## src/rtl/as2650_bus_arbiter.sv

```systemverilog
// as2650_bus_arbiter
//   Shares the AS2650 external memory/IO bus between the CPU core and one
//   DMA requester. Every access runs IDLE -> SETUP -> STROBE x (WAIT_STATES+1)
//   -> DONE, and the winner's acknowledge is pulsed in DONE. When both sides
//   request in the same IDLE cycle, the side that did not own the previous
//   access wins.
//
// Ports
//   wb_clk_i, wb_rst_n          clock, synchronous active-low reset
//   cpu_opreq/rw/m_io/adr/dout  CPU request side; cpu_opack is its ack pulse
//   dma_req/we/adr/dout         DMA request side; dma_ack is its ack pulse
//   rdata                       read data, valid in the ack cycle, then held
//   ext_*                       external bus pins (all registered)
//   grant_dma                   owner of the current or most recent access
module as2650_bus_arbiter #(
    parameter int unsigned WAIT_STATES = 1,
    parameter int unsigned ADR_W       = 13
) (
    input  logic             wb_clk_i,
    input  logic             wb_rst_n,
    input  logic             cpu_opreq,
    input  logic             cpu_rw,
    input  logic             cpu_m_io,
    input  logic [ADR_W-1:0] cpu_adr,
    input  logic [7:0]       cpu_dout,
    output logic             cpu_opack,
    input  logic             dma_req,
    input  logic             dma_we,
    input  logic [ADR_W-1:0] dma_adr,
    input  logic [7:0]       dma_dout,
    output logic             dma_ack,
    output logic [7:0]       rdata,
    output logic [ADR_W-1:0] ext_adr,
    input  logic [7:0]       ext_din,
    output logic [7:0]       ext_dout,
    output logic             ext_oeb,
    output logic             ext_cs_n,
    output logic             ext_oe_n,
    output logic             ext_we_n,
    output logic             ext_m_io,
    output logic             grant_dma
);

    typedef enum logic [1:0] {
        IDLE,
        SETUP,
        STROBE,
        DONE
    } state_t;

    localparam logic [3:0] WS_LOAD = 4'(WAIT_STATES);

    state_t           state, state_nxt;
    logic [3:0]       cnt, cnt_nxt;
    logic             wr, wr_nxt;
    logic             last_owner, last_owner_nxt;   // 1 = DMA
    logic             grant_nxt;
    logic [ADR_W-1:0] adr_nxt;
    logic [7:0]       dout_nxt;
    logic             m_io_nxt;
    logic [7:0]       rdata_nxt;
    logic             pick_dma, pick_cpu;
    logic             busy_nxt;
    logic             cs_n_nxt, oe_n_nxt, we_n_nxt, oeb_nxt;
    logic             opack_nxt, dma_ack_nxt;

    always_comb begin
        state_nxt      = state;
        cnt_nxt        = cnt;
        wr_nxt         = wr;
        last_owner_nxt = last_owner;
        grant_nxt      = grant_dma;
        adr_nxt        = ext_adr;
        dout_nxt       = ext_dout;
        m_io_nxt       = ext_m_io;
        rdata_nxt      = rdata;
        // Round-robin tie break: the side that did not own the last access wins.
        pick_dma       = dma_req && (!cpu_opreq || !last_owner);
        pick_cpu       = cpu_opreq && (!dma_req || last_owner);

        unique case (state)
            IDLE: begin
                if (pick_dma) begin
                    state_nxt      = SETUP;
                    wr_nxt         = dma_we;
                    adr_nxt        = dma_adr;
                    dout_nxt       = dma_dout;
                    m_io_nxt       = 1'b1;
                    grant_nxt      = 1'b1;
                    last_owner_nxt = 1'b1;
                end else if (pick_cpu) begin
                    state_nxt      = SETUP;
                    wr_nxt         = cpu_rw;
                    adr_nxt        = cpu_adr;
                    dout_nxt       = cpu_dout;
                    m_io_nxt       = cpu_m_io;
                    grant_nxt      = 1'b0;
                    last_owner_nxt = 1'b0;
                end
            end
            SETUP: begin
                cnt_nxt   = WS_LOAD;
                state_nxt = STROBE;
            end
            STROBE: begin
                if (cnt == 4'd0) begin
                    state_nxt = DONE;
                    if (!wr) begin
                        rdata_nxt = ext_din;
                    end
                end else begin
                    cnt_nxt = cnt - 4'd1;
                end
            end
            DONE: begin
                state_nxt = IDLE;
            end
            default: begin
                state_nxt = IDLE;
            end
        endcase

        // Pin values are derived from the state being entered so that every
        // output is a flop that changes on the same edge as the state.
        busy_nxt    = (state_nxt != IDLE);
        cs_n_nxt    = !busy_nxt;
        oe_n_nxt    = !(!wr_nxt && (state_nxt == SETUP || state_nxt == STROBE));
        we_n_nxt    = !(wr_nxt && state_nxt == STROBE);
        oeb_nxt     = !(wr_nxt && busy_nxt);
        opack_nxt   = (state_nxt == DONE) && !grant_nxt;
        dma_ack_nxt = (state_nxt == DONE) && grant_nxt;
    end

    always_ff @(posedge wb_clk_i) begin
        if (!wb_rst_n) begin
            state      <= IDLE;
            cnt        <= '0;
            wr         <= 1'b0;
            last_owner <= 1'b1;
            grant_dma  <= 1'b0;
            ext_adr    <= '0;
            ext_dout   <= '0;
            ext_m_io   <= 1'b1;
            rdata      <= '0;
            ext_cs_n   <= 1'b1;
            ext_oe_n   <= 1'b1;
            ext_we_n   <= 1'b1;
            ext_oeb    <= 1'b1;
            cpu_opack  <= 1'b0;
            dma_ack    <= 1'b0;
        end else begin
            state      <= state_nxt;
            cnt        <= cnt_nxt;
            wr         <= wr_nxt;
            last_owner <= last_owner_nxt;
            grant_dma  <= grant_nxt;
            ext_adr    <= adr_nxt;
            ext_dout   <= dout_nxt;
            ext_m_io   <= m_io_nxt;
            rdata      <= rdata_nxt;
            ext_cs_n   <= cs_n_nxt;
            ext_oe_n   <= oe_n_nxt;
            ext_we_n   <= we_n_nxt;
            ext_oeb    <= oeb_nxt;
            cpu_opack  <= opack_nxt;
            dma_ack    <= dma_ack_nxt;
        end
    end

endmodule

```

## config.mk

```make
export PLATFORM = sky130hd
export DESIGN_NAME = as2650_bus_arbiter
export DESIGN_NICKNAME = d
export VERILOG_FILES = /design/src/rtl/as2650_bus_arbiter.sv
export SDC_FILE = /design/constraint.sdc
export NUM_CORES = 1
export LEC_CHECK = 0
export BUFFER_PORTS_ARGS = -buffer_cell sky130_fd_sc_hd__clkbuf_2
export CORE_UTILIZATION = 41
export DETAILED_ROUTE_END_ITERATION = 10
export GPL_ROUTABILITY_DRIVEN = 0
export PLACE_DENSITY_LB_ADDON = 0.25
export SLEW_MARGIN = 15
export SYNTH_ARGS = -nofsm -noshare
export SYNTH_HDL_FRONTEND = slang
export SYNTH_SLANG_ARGS = --single-unit
```

## constraint.sdc

```tcl
create_clock -name wb_clk_i -period 1.9 [get_ports wb_clk_i]
set_input_delay 0.285 -clock wb_clk_i [delete_from_list [all_inputs] [get_ports wb_clk_i]]
set_output_delay 0.285 -clock wb_clk_i [all_outputs]
set_load 0.01 [all_outputs]
```

==> metrics.cfg <==
[run_status]
status = finished clean

[die]
design.core.area_mm2 = 0.004414
die_width_um = 70.22
dieHeight_um = 70.22
start_util_pct = 43.23
fp.dieArea_mm2 = 0.004931
ioPinCount = 94
rows = 24

[clocking]
cts-buffers-inserted = 5
clock_latency_ns = 0.29
cts_setup_buffers = 0
cts_sinks = 45
clockBufferDepth = 2
clock-root-buffer = clkbuf_8
cts_tree = done
htree_levels = 2
clk_pin_slew_ns = 0.08

[yosys]
synth_area_mm2 = 0.001908
synth_fa_ha_area_share_pct = 4.590
synth_flop_cell = dfxtp_1
synth-edff-count = 0
ys_types = 31
synth_top_family_by_area = compound AO/OA/AOI/OAI gates
ys_ff_latch = 45
synth_compound_area_share_pct = 24.98
syn-num-nets = 297
synth_xor_area_share_pct = 0
avgSynthCellArea_um2 = 8.189
ys_warn_count = 0
synth_seq_area_share_pct = 47.21
yosys.area_share.simple_pct = 18.69
synth_mux_area_share_pct = 0
synth-async-reset-ratio_pct = 0
synth_cells = 233

[pwr]
combinationalPowerShare_pct = 44.8
p_seq_share_pct = 39.0
p_switching_mw = 1.384
ir_worst_vdd_uv = 703.2
p_clk_share_pct = 16.2
p_per_area_mw_per_mm2 = 1418
p_leak_nw = 1.198
internal_power_mw = 2.244
swShare_pct = 38.15

[timing]
slew_headroom_pct = 65.10
clock.fmax_mhz = 548.1
fin_crit_sh_pct = 96.02
setup_viol = 0
finalCriticalPeriod_ns = 1.824
max_slew.worst_pin.slew_ns = 0.5229
maxSlewViolCount = 0
report.final.hold_viol_count = 0
skew_ns = 0.005657

[global_route]
grt_usage_pct = 18.56
grt_pass1_vias = 1695
antenna_found_initial = 0
grt_max_degree = 43
grt_pass1_wl_um = 7376
grt-ovfl-total = 0

[worst_setup_path]
arrival_ns = 2.00
start_kind = register
endpoint_kind = register
max_stage_delay_ns = 0.41
slowest_stage = a2111o_1
crit_type = register to register
path_cells = inv_1, ha_1, or3b_4, a221o_1, a2111o_1
cp.required_ns = 2.08
cp_max_fo = 4

[finish]
final_util_pct = 57.96
area_delta_synth_final_pct = 34.10
layout-drive-gt1-share_pct = 36.47
finalNetCount = 393
antenna_cells = 0
final_cell_area_mm2 = 0.002559

[detailed_routing]
drtAntennaViolNets = 0
via_per_inst = 5.147
routed_wl_um = 4480
drt_iter0_drc = 74
drc = 0
drt-wirelength-per-cell_um = 11.76
vias = 1961
firstDrtPassIters = 4

[place]
placed_area_mm2 = 0.002469
io_buffers = 93
place_hpwl_um = 3242

[worst_hold_path]
hp-class = input port to register

[job]
max_cap_violations = 0

-- registers in the layout, indices dropped and copies added (netlist names) --
| name | cells |
|---|---|
| ext_oeb | 1 |
| wr | 1 |
| cnt | 4 |
| ext_cs_n | 1 |
| state | 2 |
| ext_dout | 8 |
| rdata | 8 |
| ext_we_n | 1 |
| cpu_opack | 1 |
| ext_m_io | 1 |
| ext_oe_n | 1 |
| grant_dma | 1 |
| dma_ack | 1 |
| ext_adr | 13 |
| last_owner | 1 |
-- kinds of logic (layout without fill, tap and decap cells) --
| family | after synthesis | count (layout) |
|---|---|---|
| simple gates | 78 | 78 |
| fa+ha+maj | 7 | 7 |
| buf+inv | 23 | 119 |
| compound gates | 80 | 80 |
| flops | 45 | 45 |
-- through the flow --
step | setup WS, ns | instances | total power, mW | hold WS [ns] | TNS [ns]
after global routing | -0.0008347 | 381 | 3.930 | 0.2120 | -0.0008347
after detailed placement | 0.05592 | 374 | 3.056 | 0.4663 | 0
final | 0.07560 | 381 | 3.629 | 0.2200 | 0
after floorplan | 0.09717 | 233 | 2.434 | 0.4267 | 0
after global placement | 0.07544 | 374 | 3.038 | 0.4607 | 0
after CTS | 0.03845 | 381 | 3.656 | 0.2069 | 0
-- worst paths after layout --
path | start | endpoint | slack, ns | cells after the start
setup / recovery | cnt[1] | ext_oeb | 0.08 | 5
hold / removal | ext_din[6] | rdata[6] | 0.22 | 3
setup reg to reg | cnt[1] | ext_oeb | 0.08 | 5
hold reg to reg | rdata[4] | rdata[4] | 0.48 | 2
-- per-layer routing --
metal	part of all wire, %	track usage [%]
met1	48	23.28
met2	45	29.84
met3	5.6	4.473
met4	1.0	8.667
met5	0	0
-- cells in the mapped netlist, types with 2 or more instances --
master | n | share of area [%]
ha_1 | 7 | 4.6
a31oi_1 | 21 | 6.9
clkbuf_1 | 15 | 3.0
nor2_1 | 6 | 1.2
a21oi_1 | 12 | 3.1
nand3_1 | 9 | 2.4
nor3_1 | 2 | 0.52
o32ai_1 | 2 | 0.92
inv_1 | 8 | 1.6
o211ai_1 | 2 | 0.79
nand2b_1 | 2 | 0.66
nor2b_1 | 4 | 1.3
dfxtp_1 | 45 | 47
and2_1 | 2 | 0.66
o21ai_0 | 33 | 8.7
nand2_1 | 48 | 9.4
-- power by group through the flow --
stage	combinational, mW	clock [mW]	sequential, mW
floorplan	0.897	0	1.54
global placement	1.62	0	1.42
detailed placement	1.63	0	1.43
CTS	1.63	0.612	1.41
global route	1.83	0.647	1.45
finish	1.63	0.588	1.42
-- what timing repair did --
item,CTS,global route
gates resized for setup,0,4
hold buffers,0,0
setup endpoints to repair,0,2
-- cells in the final DEF (no fill, tap or decap), drive strengths merged, types with 2 or more instances in the layout --
| cell | instances |
|---|---|
| a31oi | 21 |
| o21ai | 33 |
| buf | 11 |
| ha | 7 |
| nor2b | 4 |
| o211ai | 2 |
| nor3 | 2 |
| a21oi | 12 |
| o32ai | 2 |
| clkbuf | 100 |
| inv | 8 |
| nor2 | 6 |
| nand3 | 9 |
| dfxtp | 45 |
| nand2 | 48 |
| and2 | 2 |
| nand2b | 2 |
-- layout make-up --
type,instances,area (µm²)
fill,420,1856
timing repair buffer,104,548.0
multi-input combinational,165,924.6
clock buffer,7,86.33
sequential,45,904.6
inverter,8,30.03
tap,52,65.06
-- critical path, delay by kind of cell, from the launching register on --
family	cells	cell delay (ns)
buf+inv	1	0.07
simple gates	1	0.38
fa+ha+maj	1	0.15
compound gates	2	0.79
flops	1	0.34
Note: power is estimated with default switching activity, not from simulation.
